$ cat src/rtl/wb_encoder_ctrl_if.sv
// Wishbone slave bus bundle for wb_encoder_ctrl.
// Buses are numbered [0:C_WB_DWIDTH-1]; index C_WB_DWIDTH-1 is the LSB.
interface wb_encoder_ctrl_if #(
    parameter int C_WB_DWIDTH = 32
);
    logic                   wb_we_i;
    logic                   wb_cyc_i;
    logic                   wb_stb_i;
    logic                   wb_ack_o;
    logic [0:C_WB_DWIDTH-1] wb_data_i;
    logic [0:C_WB_DWIDTH-1] wb_data_o;
    logic [0:C_WB_DWIDTH-1] wb_addr_i;

    modport slave (
        input  wb_we_i, wb_cyc_i, wb_stb_i, wb_data_i, wb_addr_i,
        output wb_ack_o, wb_data_o
    );

    modport master (
        output wb_we_i, wb_cyc_i, wb_stb_i, wb_data_i, wb_addr_i,
        input  wb_ack_o, wb_data_o
    );
endinterface

$ cat src/rtl/wb_encoder_ctrl.sv
// Wishbone-controlled quadrature encoder controller: synchronises A/B/Z,
// decodes steps into a position counter, measures speed per PERIOD window
// and raises a level interrupt from sticky status flags.
// Optional macro ENC_FILTER_EN inserts a per-bit stability filter of
// C_FILT_LEN clocks after the synchroniser.
module wb_encoder_ctrl #(
    parameter int C_WB_DWIDTH = 32,
    parameter int C_FILT_LEN  = 4
) (
    input  logic             wb_clk_i,
    input  logic             wb_rst_i,
    wb_encoder_ctrl_if.slave wb,
    output logic             irq_o,
    input  logic [2:0]       enc_data
);
    localparam int DW = C_WB_DWIDTH;

    // Reversed-numbering buses become value-preserving descending vectors.
    logic [DW-1:0] wdat, waddr;
    logic [2:0]    off;
    logic          unused_addr;
    assign wdat        = wb.wb_data_i;
    assign waddr       = wb.wb_addr_i;
    assign off         = waddr[4:2];
    assign unused_addr = ^{waddr[DW-1:5], waddr[1:0]};

    logic          ack_q, irq_q;
    logic [DW-1:0] rdat_q;
    logic [2:0]    sync1_q, sync2_q, prev_q;
    logic [6:0]    ctrl_q, ctrl_d;
    logic [2:0]    stat_q, stat_d;
    logic [DW-1:0] pos_q, pos_d, speed_q, speed_d, period_q, period_d;
    logic [DW-1:0] snap_q, snap_d, presc_q, presc_d;
    logic [2:0]    samp;

`ifdef ENC_FILTER_EN
    localparam int CW = $clog2(C_FILT_LEN + 1);
    logic [2:0]         filt_q;
    logic [2:0][CW-1:0] fcnt_q;

    // Stability filter: follow the raw bit only after C_FILT_LEN differing clocks.
    always_ff @(posedge wb_clk_i) begin
        if (wb_rst_i) begin
            filt_q <= '0;
            fcnt_q <= '0;
        end else begin
            for (int i = 0; i < 3; i++) begin
                if (sync2_q[i] != filt_q[i]) begin
                    if (fcnt_q[i] == CW'(C_FILT_LEN - 1)) begin
                        filt_q[i] <= sync2_q[i];
                        fcnt_q[i] <= '0;
                    end else begin
                        fcnt_q[i] <= fcnt_q[i] + 1'b1;
                    end
                end else begin
                    fcnt_q[i] <= '0;
                end
            end
        end
    end
    assign samp = filt_q;
`else
    localparam int unused_filt_len = C_FILT_LEN;
    assign samp = sync2_q;
`endif

    // Position of an {A,B} code along the forward cycle 00,01,11,10.
    function automatic logic [1:0] gidx(input logic a, input logic b);
        return {a, a ^ b};
    endfunction

    logic [1:0]    dlt;
    logic [2:0]    ev;
    logic          acc, wr;
    logic [DW-1:0] rd;
    assign dlt = gidx(samp[0], samp[1]) - gidx(prev_q[0], prev_q[1]);

    // Decode, prescaler, register writes, status events and read mux.
    always_comb begin
        ctrl_d   = ctrl_q;
        stat_d   = stat_q;
        pos_d    = pos_q;
        speed_d  = speed_q;
        period_d = period_q;
        snap_d   = snap_q;
        presc_d  = presc_q;
        ev       = '0;
        rd       = '0;
        acc      = wb.wb_stb_i & wb.wb_cyc_i & ~ack_q;
        wr       = acc & wb.wb_we_i;

        if (ctrl_q[0]) begin
            if (dlt == 2'd2)      ev[1] = 1'b1;
            else if (dlt == 2'd1) pos_d = ctrl_q[1] ? pos_q - 1'b1 : pos_q + 1'b1;
            else if (dlt == 2'd3) pos_d = ctrl_q[1] ? pos_q + 1'b1 : pos_q - 1'b1;
            if (samp[2] & ~prev_q[2]) begin
                ev[0] = 1'b1;
                if (ctrl_q[2]) pos_d = '0;
            end
        end

        // A PERIOD write restarts the measurement window from the current POS.
        if (wr && off == 3'd4) begin
            period_d = wdat;
            presc_d  = '0;
            snap_d   = pos_q;
        end else if (ctrl_q[0] && period_q != '0) begin
            if (presc_q == period_q - 1'b1) begin
                speed_d = pos_q - snap_q;
                snap_d  = pos_q;
                ev[2]   = 1'b1;
                presc_d = '0;
            end else begin
                presc_d = presc_q + 1'b1;
            end
        end else begin
            presc_d = '0;
        end

        if (wr && off == 3'd0) ctrl_d = wdat[6:0] & 7'h77;
        if (wr && off == 3'd2) pos_d  = wdat;
        // Set events win over a same-cycle write-1-to-clear.
        stat_d = (stat_q & ~((wr && off == 3'd1) ? wdat[2:0] : 3'b000)) | ev;

        case (off)
            3'd0:    rd = DW'(ctrl_q);
            3'd1:    rd = DW'({samp, 5'b00000, stat_q});
            3'd2:    rd = pos_q;
            3'd3:    rd = speed_q;
            3'd4:    rd = period_q;
            default: rd = '0;
        endcase
    end

    // State registers, synchroniser, registered bus outputs and interrupt.
    always_ff @(posedge wb_clk_i) begin
        if (wb_rst_i) begin
            ack_q    <= 1'b0;
            rdat_q   <= '0;
            irq_q    <= 1'b0;
            sync1_q  <= '0;
            sync2_q  <= '0;
            prev_q   <= '0;
            ctrl_q   <= '0;
            stat_q   <= '0;
            pos_q    <= '0;
            speed_q  <= '0;
            period_q <= '0;
            snap_q   <= '0;
            presc_q  <= '0;
        end else begin
            ack_q    <= acc;
            rdat_q   <= acc ? rd : '0;
            irq_q    <= |(stat_q & ctrl_q[6:4]);
            sync1_q  <= enc_data;
            sync2_q  <= sync1_q;
            prev_q   <= samp;
            ctrl_q   <= ctrl_d;
            stat_q   <= stat_d;
            pos_q    <= pos_d;
            speed_q  <= speed_d;
            period_q <= period_d;
            snap_q   <= snap_d;
            presc_q  <= presc_d;
        end
    end

    assign wb.wb_ack_o  = ack_q;
    assign wb.wb_data_o = rdat_q;
    assign irq_o        = irq_q;
endmodule

$ cat src/flat_wrapper.sv
// flat-port wrapper written by rule: the top's interface ports become plain ports
module wb_encoder_ctrl_flat 
#(
    parameter int C_WB_DWIDTH = 32,
    parameter int C_FILT_LEN  = 4
)
  (wb_clk_i, wb_rst_i, irq_o, enc_data, wb_wb_we_i, wb_wb_cyc_i, wb_wb_stb_i, wb_wb_data_i, wb_wb_addr_i, wb_wb_ack_o, wb_wb_data_o);
  wb_encoder_ctrl_if #(.C_WB_DWIDTH(C_WB_DWIDTH)) wb_i ();
  input  logic wb_clk_i;
  input  logic wb_rst_i;
  output logic irq_o;
  input  logic [2:0] enc_data;
  input wire logic [$bits(wb_i.wb_we_i)-1:0] wb_wb_we_i;
  input wire logic [$bits(wb_i.wb_cyc_i)-1:0] wb_wb_cyc_i;
  input wire logic [$bits(wb_i.wb_stb_i)-1:0] wb_wb_stb_i;
  input wire logic [$bits(wb_i.wb_data_i)-1:0] wb_wb_data_i;
  input wire logic [$bits(wb_i.wb_addr_i)-1:0] wb_wb_addr_i;
  output wire logic [$bits(wb_i.wb_ack_o)-1:0] wb_wb_ack_o;
  output wire logic [$bits(wb_i.wb_data_o)-1:0] wb_wb_data_o;
  assign wb_i.wb_we_i = wb_wb_we_i;
  assign wb_i.wb_cyc_i = wb_wb_cyc_i;
  assign wb_i.wb_stb_i = wb_wb_stb_i;
  assign wb_i.wb_data_i = wb_wb_data_i;
  assign wb_i.wb_addr_i = wb_wb_addr_i;
  assign wb_wb_ack_o = wb_i.wb_ack_o;
  assign wb_wb_data_o = wb_i.wb_data_o;
  wb_encoder_ctrl #(.C_WB_DWIDTH(C_WB_DWIDTH), .C_FILT_LEN(C_FILT_LEN)) u_core (.wb_clk_i(wb_clk_i), .wb_rst_i(wb_rst_i), .wb(wb_i), .irq_o(irq_o), .enc_data(enc_data));
endmodule
$ cat config.mk
export PLATFORM = sky130hd
export DESIGN_NAME = wb_encoder_ctrl_flat
export DESIGN_NICKNAME = d
export VERILOG_FILES = /design/src/rtl/wb_encoder_ctrl_if.sv /design/src/rtl/wb_encoder_ctrl.sv /design/src/flat_wrapper.sv
export SDC_FILE = /design/constraint.sdc
export NUM_CORES = 1
export LEC_CHECK = 0
export BUFFER_PORTS_ARGS = -buffer_cell sky130_fd_sc_hd__buf_2
export CAP_MARGIN = 5
export CORE_MARGIN = 3
export CORE_UTILIZATION = 30
export CTS_BUF_LIST = sky130_fd_sc_hd__clkbuf_4 sky130_fd_sc_hd__clkbuf_8
export CTS_CLUSTER_DIAMETER = 60
export CTS_CLUSTER_SIZE = 14
export DETAILED_ROUTE_END_ITERATION = 12
export PLACE_DENSITY_LB_ADDON = 0.15
export SYNTH_ARGS = -nofsm -noshare
export SYNTH_HDL_FRONTEND = slang
export SYNTH_SLANG_ARGS = --single-unit
$ cat constraint.sdc
create_clock -name wb_clk_i -period 5.16 [get_ports wb_clk_i]
set_input_delay 0.258 -clock wb_clk_i [delete_from_list [all_inputs] [get_ports wb_clk_i]]
set_output_delay 0.258 -clock wb_clk_i [all_outputs]
set_load 0.02 [all_outputs]
==> results.yml, run 1 <==
status:
  status: "finished, final reports clean"
global_route:
  grt_pass1_vias: 11600
  grt.busiest_layer: "met2"
  met3_usage_pct: 2.93
  grt_max_degree: 69
  grtUsageMet1_pct: 25.7
  grt_usage_pct: 18.7
  grt_overflow: 0
  grt_pass1_wl_um: 66500
  antenna_found_initial: 0
  use_met2_pct: 30.4
synthesis:
  ys_warn_count: 0
  synthCells: 1661
  ys_seq_area_share_pct: 33.5
  synth.mux.area_fraction_pct: 3.29
  synth_fa_ha_area_share_pct: 3.72
  synth_edf_count: 0
  syn-mean-instance-area_um2: 7.62
  synthFlopType: "dfxtp_1"
  synth_top_area_share_pct: 33.5
  ys_types: 79
  synth_area_leaders: "dfxtp_1 34%, a21oi_1 7.3%, nor2_1 5.5%, nand2_1 4.9%, o21ai_0 3.8%"
  syn-num-nets: 1770
  synth-simple-area-share_pct: 25.0
  synth_top_area_cell: "dfxtp_1"
  synth_compound_area_share_pct: 21.4
  synthXorXnorAreaFrac_pct: 6.96
  syn_area_mm2: 0.0127
  async_reset_ff_share_pct: 0
  synth_top_family_by_area: "simple AND/OR/NAND/NOR gates"
  ys_ff_latch: 212
cts:
  clk_path_buf_depth: 3
  numCtsBuffers: 28
  cts-root-buf: "clkbuf_8"
  cts_resized: 0
  clock-sinks: 212
  postCtsSetupBuffers: 0
  hold_buffers: 35
  path_clk_slew_ns: 0.09
  cts_tree: "yes"
  clk_latency_ns: 0.62
  htree_levels: 1
route:
  routedWlPerCell_um: 18.9
  ant_nets: 0
  drt_drc_violations_left: 0
  drt_pre_antenna_iters: 7
  via_count: 12000
  first_iter_violations: 921
  avgViaCountPerCell: 5.32
  routed_wl_um: 42700
worst_setup_path:
  cp_slowest_cell: "or4_1"
  path_buf_inv: 1
  crit_type: "reg2reg"
  cp.depth: 10
  max_stage_delay_ns: 0.69
  crit_required_ns: 5.67
  cp_top_family: "simple AND/OR/NAND/NOR gates"
  cp-start-kind: "flop"
  crit_chain: "or4_1 -> nor2_1 -> nand3_1 -> a211o_1 -> a211oi_1 -> o2111ai_2 -> nor2_2 -> buf_4 -> or4b_1 -> o311ai_0"
  worstPathMaxFanout: 16
  crit_arrival_ns: 4.63
  reg2reg_depth: 10
  end_kind: "flop"
floorplanning:
  io_pins: 106
  coreArea_mm2: 0.0413
  initial_core_util_pct: 30.7
  die_w_um: 211
  die-area_mm2: 0.0447
  die_height_um: 211
  rows: 74
sta:
  grt_setup_unrepaired: "false"
  holdWs_ns: 0.0748
  max_freq_mhz: 242
  tns_ns: 0
  finalMaxSlewViolations: 0
  hold_viol: 0
  finalCritPeriodShare_pct: 80.0
  tightest_slew_ns: 1.01
  finalSetupViolCount: 0
  finClkSkew_ns: 0.0197
  min_period_ns: 4.13
  setup_ws_ns: 1.03
  slew_headroom_pct: 32.4
min_path:
  hold_class: "in2reg"
  whs_path_depth: 2
final_layout:
  final_common_cell: "dfxtp_1"
  fin_cells: 2263
  stdcell_area_mm2: 0.0145
  final_util_pct: 35.0
  nets: 1819
  area_growth_syn_to_layout_pct: 14.3
  layout_common_cells: "212 x dfxtp_1, 187 x nor2_1, 184 x a21oi_1, 165 x nand2_1, 97 x o21ai_0"
  drive_gt1_share_pct: 10.5
  antenna_cells: 0
placement:
  place_ws_ns: 1.03
  placed_cell_area_mm2: 0.0134
  place.gp.congestion: 0.880
  place_hpwl_um: 31100
  dp.cells: 2177
  portBuffers: 76
power_and_ir_drop:
  p_total_mw: 3.64
  power-per-cell-area_mw_per_mm2: 252
  peakVddDrop_mv: 0.135
  p_leak_nw: 5.34
flow_run:
  maxCapViolations: 0
-- synth_stat cells (all sizes together), types with 4 or more instances --
cell      n
nand2b    8
o21bai    4
o31a      7
nor3     40
o22a      5
nand2   165
a22oi    20
a31oi    19
and2      7
o21a      7
nand3    40
nor2    188
clkbuf   86
a21o      8
buf      36
o31ai     7
o21ai   106
or2       6
a21oi   184
or3      43
nand4b    5
or4b      4
a211o     9
inv      61
dfxtp   212
and4      6
mux2i    36
o311ai    6
and3     17
mux2      5
or4      20
ha       36
nor2b    24
a211oi    7
xor2     46
xnor2    52
a222oi    4
a221oi   10
o211ai   11
nor3b    11
nand4    24
nor4     24
-- power by group --
part	leakage (nW)	internal (mW)	switching [mW]
logic	3.29	0.157	0.256
clock network	0.338	0.808	0.763
registers	1.71	1.64	0.0126
-- state kept, by name, summed over array words and instances (netlist names) --
register,cells
u_core.ctrl_q,6
u_core.irq_o,1
u_core.period_q,32
u_core.pos_q,32
u_core.presc_q,32
u_core.prev_q,3
u_core.samp,3
u_core.snap_q,32
u_core.speed_q,32
u_core.stat_q,3
u_core.sync1_q,3
u_core.wb.wb_ack_o,1
u_core.wb.wb_data_o,32
-- metal layers --
layer	up-vias	share of wire, %
met4	0	3.3
met5	-	0
met3	77	5.1
li1	6023	-
met2	263	45
met1	5666	47
-- path summary, 6_finish.rpt --
path / from / endpoint / slack (ns)
worst max-delay path: u_core.period_q[2] / u_core.speed_q[30] / 1.03
worst min-delay path: wb_rst_i / u_core.ctrl_q[2] / 0.07
worst max register to register: u_core.period_q[2] / u_core.speed_q[30] / 1.03
worst min register to register: u_core.sync1_q[1] / u_core.samp[1] / 0.44
-- cell families (layout without fill, tap and decap cells) --
group | after synthesis | after routing
and+or+nand+nor | 642 | 642
AOI/OAI and AO/OA | 447 | 447
buffers and inverters | 183 | 253
xor gates and xnor gates | 99 | 99
adders and majority gates | 37 | 37
DFF | 212 | 212
muxes | 41 | 41
-- cell type report --
cell class | instances | area (µm²)
Fill cell | 4388 | 26800
Multi-Input combinational cell | 1266 | 7670
Sequential cell | 212 | 4240
Timing Repair Buffer | 141 | 971
Tap cell | 532 | 666
Clock buffer | 34 | 449
Clock inverter | 17 | 236
Inverter | 61 | 229
Note: power is estimated with default switching activity, not from simulation.
==> inputs of run 2 (changes only) <==
==> constraint.sdc (replaced) <==
create_clock -name wb_clk_i -period 4.2 [get_ports wb_clk_i]
set_input_delay 0.21 -clock wb_clk_i [delete_from_list [all_inputs] [get_ports wb_clk_i]]
set_output_delay 0.21 -clock wb_clk_i [all_outputs]
set_load 0.02 [all_outputs]
==> results.yml, run 2 (same netlist as run 1, synthesis figures left out) <==
power_and_ir_drop:
  p_comb_share_pct: 11.8
  seq_power_share_pct: 45.8
  switching_power_mw: 1.36
  p_leak_nw: 5.45
  power-per-cell-area_mw_per_mm2: 303
  p_int_mw: 3.07
  peakVddDrop_mv: 0.137
  power_switching_share_pct: 30.7
  clkPwrFrac_pct: 42.4
global_route:
  antenna_found_initial: 0
  grt_overflow: 0
  grt_max_degree: 67
  grt_pass1_wl_um: 68400
  grt_pass1_vias: 11700
  grt_usage_pct: 19.4
placement:
  portBuffers: 76
  place.gp.congestion: 0.866
  place_hpwl_um: 31800
min_path:
  whs_path_depth: 3
  min_from: "wb_wb_stb_i"
  hold_class: "in2reg"
route:
  drt_drc_violations_left: 0
  routedWlPerCell_um: 19.3
  first_iter_violations: 1076
  ant_nets: 0
  via_count: 12200
  routed_wl_um: 44200
  drt_pre_antenna_iters: 5
  avgViaCountPerCell: 5.34
worst_setup_path:
  startpoint: "u_core.period_q[21]"
  crit_type: "reg2reg"
  worstPathMaxFanout: 30
  end_kind: "flop"
  reg2reg_depth: 10
  cp-start-kind: "flop"
  crit_required_ns: 4.70
  crit_arrival_ns: 4.53
  worstReg2RegStart: "u_core.period_q[21]"
cts:
  clock-sinks: 212
  cts-root-buf: "clkbuf_8"
  numCtsBuffers: 29
  path_clk_slew_ns: 0.09
  cts_tree: "yes"
  htree_levels: 1
  cts_resized: 0
  clk_latency_ns: 0.63
  clk_path_buf_depth: 3
sta:
  slew_headroom_pct: 21.6
  max_freq_mhz: 248
  tns_ns: 0
  tightest_slew_ns: 1.17
  min_period_ns: 4.03
  grt_setup_unrepaired: "false"
  finalMaxSlewViolations: 0
  holdWs_ns: 0.0539
  finalSetupViolCount: 0
  finalCritPeriodShare_pct: 95.9
  hold_viol: 0
  finClkSkew_ns: 0.0325
flow_run:
  maxCapViolations: 0
floorplanning:
  die-area_mm2: 0.0447
  die_height_um: 211
  rows: 74
  initial_core_util_pct: 30.7
  die_w_um: 211
  io_pins: 106
  coreArea_mm2: 0.0413
final_layout:
  drive_gt1_share_pct: 11.5
  final_common_cell: "dfxtp_1"
  antenna_cells: 0
  nets: 1842
  layout_common_cells: "212 x dfxtp_1, 187 x nor2_1, 184 x a21oi_1, 165 x nand2_1, 97 x o21ai_0"
  fillers: 4388
  area_growth_syn_to_layout_pct: 15.6
status:
  status: "finished, final reports clean"
==> run 2: final timing paths <==
check / slack (ns) / end
worst max-delay path: 0.17 / u_core.presc_q[24]
worst min-delay path: 0.05 / u_core.wb.wb_data_o[25]
worst max register to register: 0.17 / u_core.presc_q[24]
worst min register to register: 0.45 / u_core.samp[2]
==> run 2: worst max-delay path: stages, from the launching register on <==
cell	delay [ns]
dfxtp_1	0.40
or4_1	0.70
or4_1	0.56
nor4_1	0.35
xnor2_1	0.19
nand3_1	0.13
a2111o_1	0.39
or4b_2	0.77
nand2_1	0.16
buf_12	0.19
nor2_1	0.07
==> run 2: metrics by stage <==
stage          area (µm²)  std cells  util (%)  total power [mW]  setup slack, ns
2_1_floorplan       12700       1661         -              2.40            0.546
3_3_place_gp        13600       2197      32.9              2.57            0.205
3_5_place_dp        13600       2197      32.9              2.57            0.195
4_1_cts             14600       2286      35.4              4.49            0.173
5_1_grt             14600       2286      35.4              4.63           0.0337
6_report            14600       2286      35.4              4.43            0.173
==> run 2: layout make-up <==
cell class / instances / area [µm²] / area share (%)
Multi-Input combinational cell: 1266 / 7670 / 52.4
Sequential cell: 212 / 4240 / 29.0
Timing Repair Buffer: 163 / 1170 / 7.97
Tap cell: 532 / 666 / 4.55
Clock buffer: 30 / 413 / 2.82
Clock inverter: 22 / 243 / 1.66
Inverter: 61 / 229 / 1.57
==> run 2: power groups by stage <==
| stage | logic (mW) | registers [mW] | clock network [mW] |
|---|---|---|---|
| final | 0.525 | 2.03 | 1.88 |
| after global routing | 0.572 | 2.03 | 2.02 |
| after CTS | 0.518 | 2.03 | 1.94 |
| after detailed placement | 0.490 | 2.08 | 0 |
| after global placement | 0.490 | 2.08 | 0 |
| after floorplan | 0.331 | 2.07 | 0 |
==> run 2: metal layers <==
metal	vias to the layer above	global-route usage, %	routed length [µm]	share of wire [%]
met3	84	2.53	2010	4.6
met1	5732	26.9	21100	48
met2	318	31.0	19500	44
met5	-	0	0	0
li1	6062	-	-	-
met4	0	7.00	1570	3.6
==> run 2: repair_timing <==
action	CTS	global route
endpoints found under the hold margin	80	0
hold buffers	37	0
buffers inserted	0	0
==> inputs of run 3 (changes only) <==
--- a/config.mk
+++ b/config.mk
@@ -7,6 +7,7 @@
 export LEC_CHECK = 0
 export BUFFER_PORTS_ARGS = -buffer_cell sky130_fd_sc_hd__buf_2
 export CAP_MARGIN = 5
+export CORE_ASPECT_RATIO = 1.1
 export CORE_MARGIN = 3
 export CORE_UTILIZATION = 30
 export CTS_BUF_LIST = sky130_fd_sc_hd__clkbuf_4 sky130_fd_sc_hd__clkbuf_8
==> results.yml, run 3 (same netlist as run 1, synthesis figures left out) <==
status:
  status: "finished, final reports clean"
global_route:
  grt_max_degree: 94
  grt_overflow: 0
  antenna_found_initial: 0
  grt_pass1_vias: 11500
  grt_usage_pct: 19.0
  grt_pass1_wl_um: 68300
power_and_ir_drop:
  seq_power_share_pct: 48.4
  power_switching_share_pct: 29.5
  peakVddDrop_mv: 0.173
  p_comb_share_pct: 12.4
  switching_power_mw: 1.24
  p_leak_nw: 5.39
  p_int_mw: 2.96
  clkPwrFrac_pct: 39.2
  power-per-cell-area_mw_per_mm2: 288
floorplanning:
  die_height_um: 221
  coreArea_mm2: 0.0415
  die-area_mm2: 0.0447
  rows: 78
  die_w_um: 202
  initial_core_util_pct: 30.5
  io_pins: 106
sta:
  finClkSkew_ns: 0.0242
  finalSetupViolCount: 0
  finalCritPeriodShare_pct: 94.4
  tns_ns: 0
  setup_ws_ns: 0.234
  tightest_slew_ns: 1.19
  hold_viol: 0
  min_period_ns: 3.97
  slew_headroom_pct: 20.0
  max_freq_mhz: 252
  finalMaxSlewViolations: 0
  grt_setup_unrepaired: "false"
placement:
  place_hpwl_um: 31600
  place_ws_ns: 0.269
  portBuffers: 76
  place.gp.congestion: 0.901
route:
  wirelength_met1_um: 20400
  routed_wl_um: 43600
  routedWlPerCell_um: 18.9
  first_iter_violations: 897
  ant_nets: 0
  drt_drc_violations_left: 0
  drt_pre_antenna_iters: 5
  met2WireLength_um: 20600
  top_layer: "met4"
  wl_met3_um: 1570
  avgViaCountPerCell: 5.24
  via_count: 12100
cts:
  clk_path_buf_depth: 3
  numCtsBuffers: 26
  htree_levels: 1
  path_clk_slew_ns: 0.09
  cts_tree: "yes"
  cts_resized: 0
  clk_latency_ns: 0.62
  clock-sinks: 212
  cts-root-buf: "clkbuf_8"
final_layout:
  antenna_cells: 0
  nets: 1838
  layout_common_cells: "212 x dfxtp_1, 187 x nor2_1, 184 x a21oi_1, 165 x nand2_1, 97 x o21ai_0"
  multi_input_area_mm2: 0.00767
  final_common_cell: "dfxtp_1"
  fillers: 4401
  drive_gt1_share_pct: 11.0
  register_area_mm2: 0.00424
  final_util_pct: 35.1
  area_growth_syn_to_layout_pct: 14.9
worst_setup_path:
  cp_top_family: "simple AND/OR/NAND/NOR gates"
  end_kind: "flop"
  path_common_cell: "or4_1"
  worstPathMaxFanout: 9
  cp-start-kind: "flop"
  crit_required_ns: 4.71
  crit_arrival_ns: 4.48
  path_buf_inv: 0
  cp.depth: 8
  max_stage_delay_ns: 0.69
  reg2reg_depth: 8
  crit_chain: "or4_1 -> or4_1 -> o31ai_1 -> o211ai_1 -> or4_4 -> nor2_2 -> or4b_1 -> o311ai_0"
  cp_slowest_cell: "or4_1"
  crit_type: "reg2reg"
flow_run:
  maxCapViolations: 0
min_path:
  whs_path_depth: 4
  hold_class: "in2reg"
-- run 3: changes by cell type in the layout (fill, tap and decap cells not counted) --
cell	previous run	this run
clkinv_8	1	0
clkinv_2	2	6
clkinv_4	2	1
clkinvlp_4	4	2
clkbuf_8	30	26
buf_4	48	45
inv_8	5	1
dlygate4sd3_1	37	39
inv_6	6	7
-- run 3: path summary, 6_finish.rpt --
path / to / start / slack, ns
setup reg to reg: u_core.speed_q[28] / u_core.period_q[2] / 0.23
hold reg to reg: u_core.samp[2] / u_core.sync1_q[2] / 0.44
hold / removal: u_core.wb.wb_data_o[23] / wb_wb_addr_i[4] / 0.09
setup / recovery: u_core.speed_q[28] / u_core.period_q[2] / 0.23
-- run 3: worst reg2reg max path, delay by kind of cell, from the launching register on --
| family | cells | cell delay, ns |
|---|---|---|
| compound gates | 3 | 0.74 |
| simple gates | 5 | 2.73 |
| flops | 1 | 0.39 |
-- run 3: per-stage QoR --
| stage | std cells | hold slack, ns | instance area (µm²) | power (mW) |
|---|---|---|---|---|
| floorplan | 1661 | 0.338 | 12700 | 2.40 |
| finish | 2306 | 0.0927 | 14600 | 4.20 |
| CTS | 2306 | 0.0432 | 14600 | 4.27 |
| global placement | 2222 | 0.416 | 13600 | 2.57 |
| global route | 2306 | 0.0879 | 14600 | 4.39 |
| detailed placement | 2222 | 0.424 | 13600 | 2.57 |
-- run 3: final cells by class --
type	count	share of cell area, %
inverters	61	1.57
repair buffers	162	8.00
multi-input cells	1266	52.7
clock buffers	26	2.46
flip-flops and latches	212	29.2
well taps	560	4.82
clock inverters	19	1.28
-- run 3: layer usage --
metal,GRT usage [%],vias to the layer above
met5,0,-
met4,5.20,0
met3,1.93,61
met2,31.8,239
met1,26.0,5725
li1,-,6055
-- run 3: power by group through the flow --
stage / clock (mW) / sequential, mW / combinational (mW)
3_5_place_dp: 0 / 2.08 / 0.490
5_1_grt: 1.79 / 2.03 / 0.572
6_report: 1.65 / 2.03 / 0.521
2_1_floorplan: 0 / 2.07 / 0.331
4_1_cts: 1.72 / 2.03 / 0.519
3_3_place_gp: 0 / 2.08 / 0.490
-- run 3: what timing repair did --
item,4_1_cts,5_1_grt
hold buffers,39,0
setup buffers,0,0
setup endpoints to repair,0,0
hold endpoints to repair,83,0
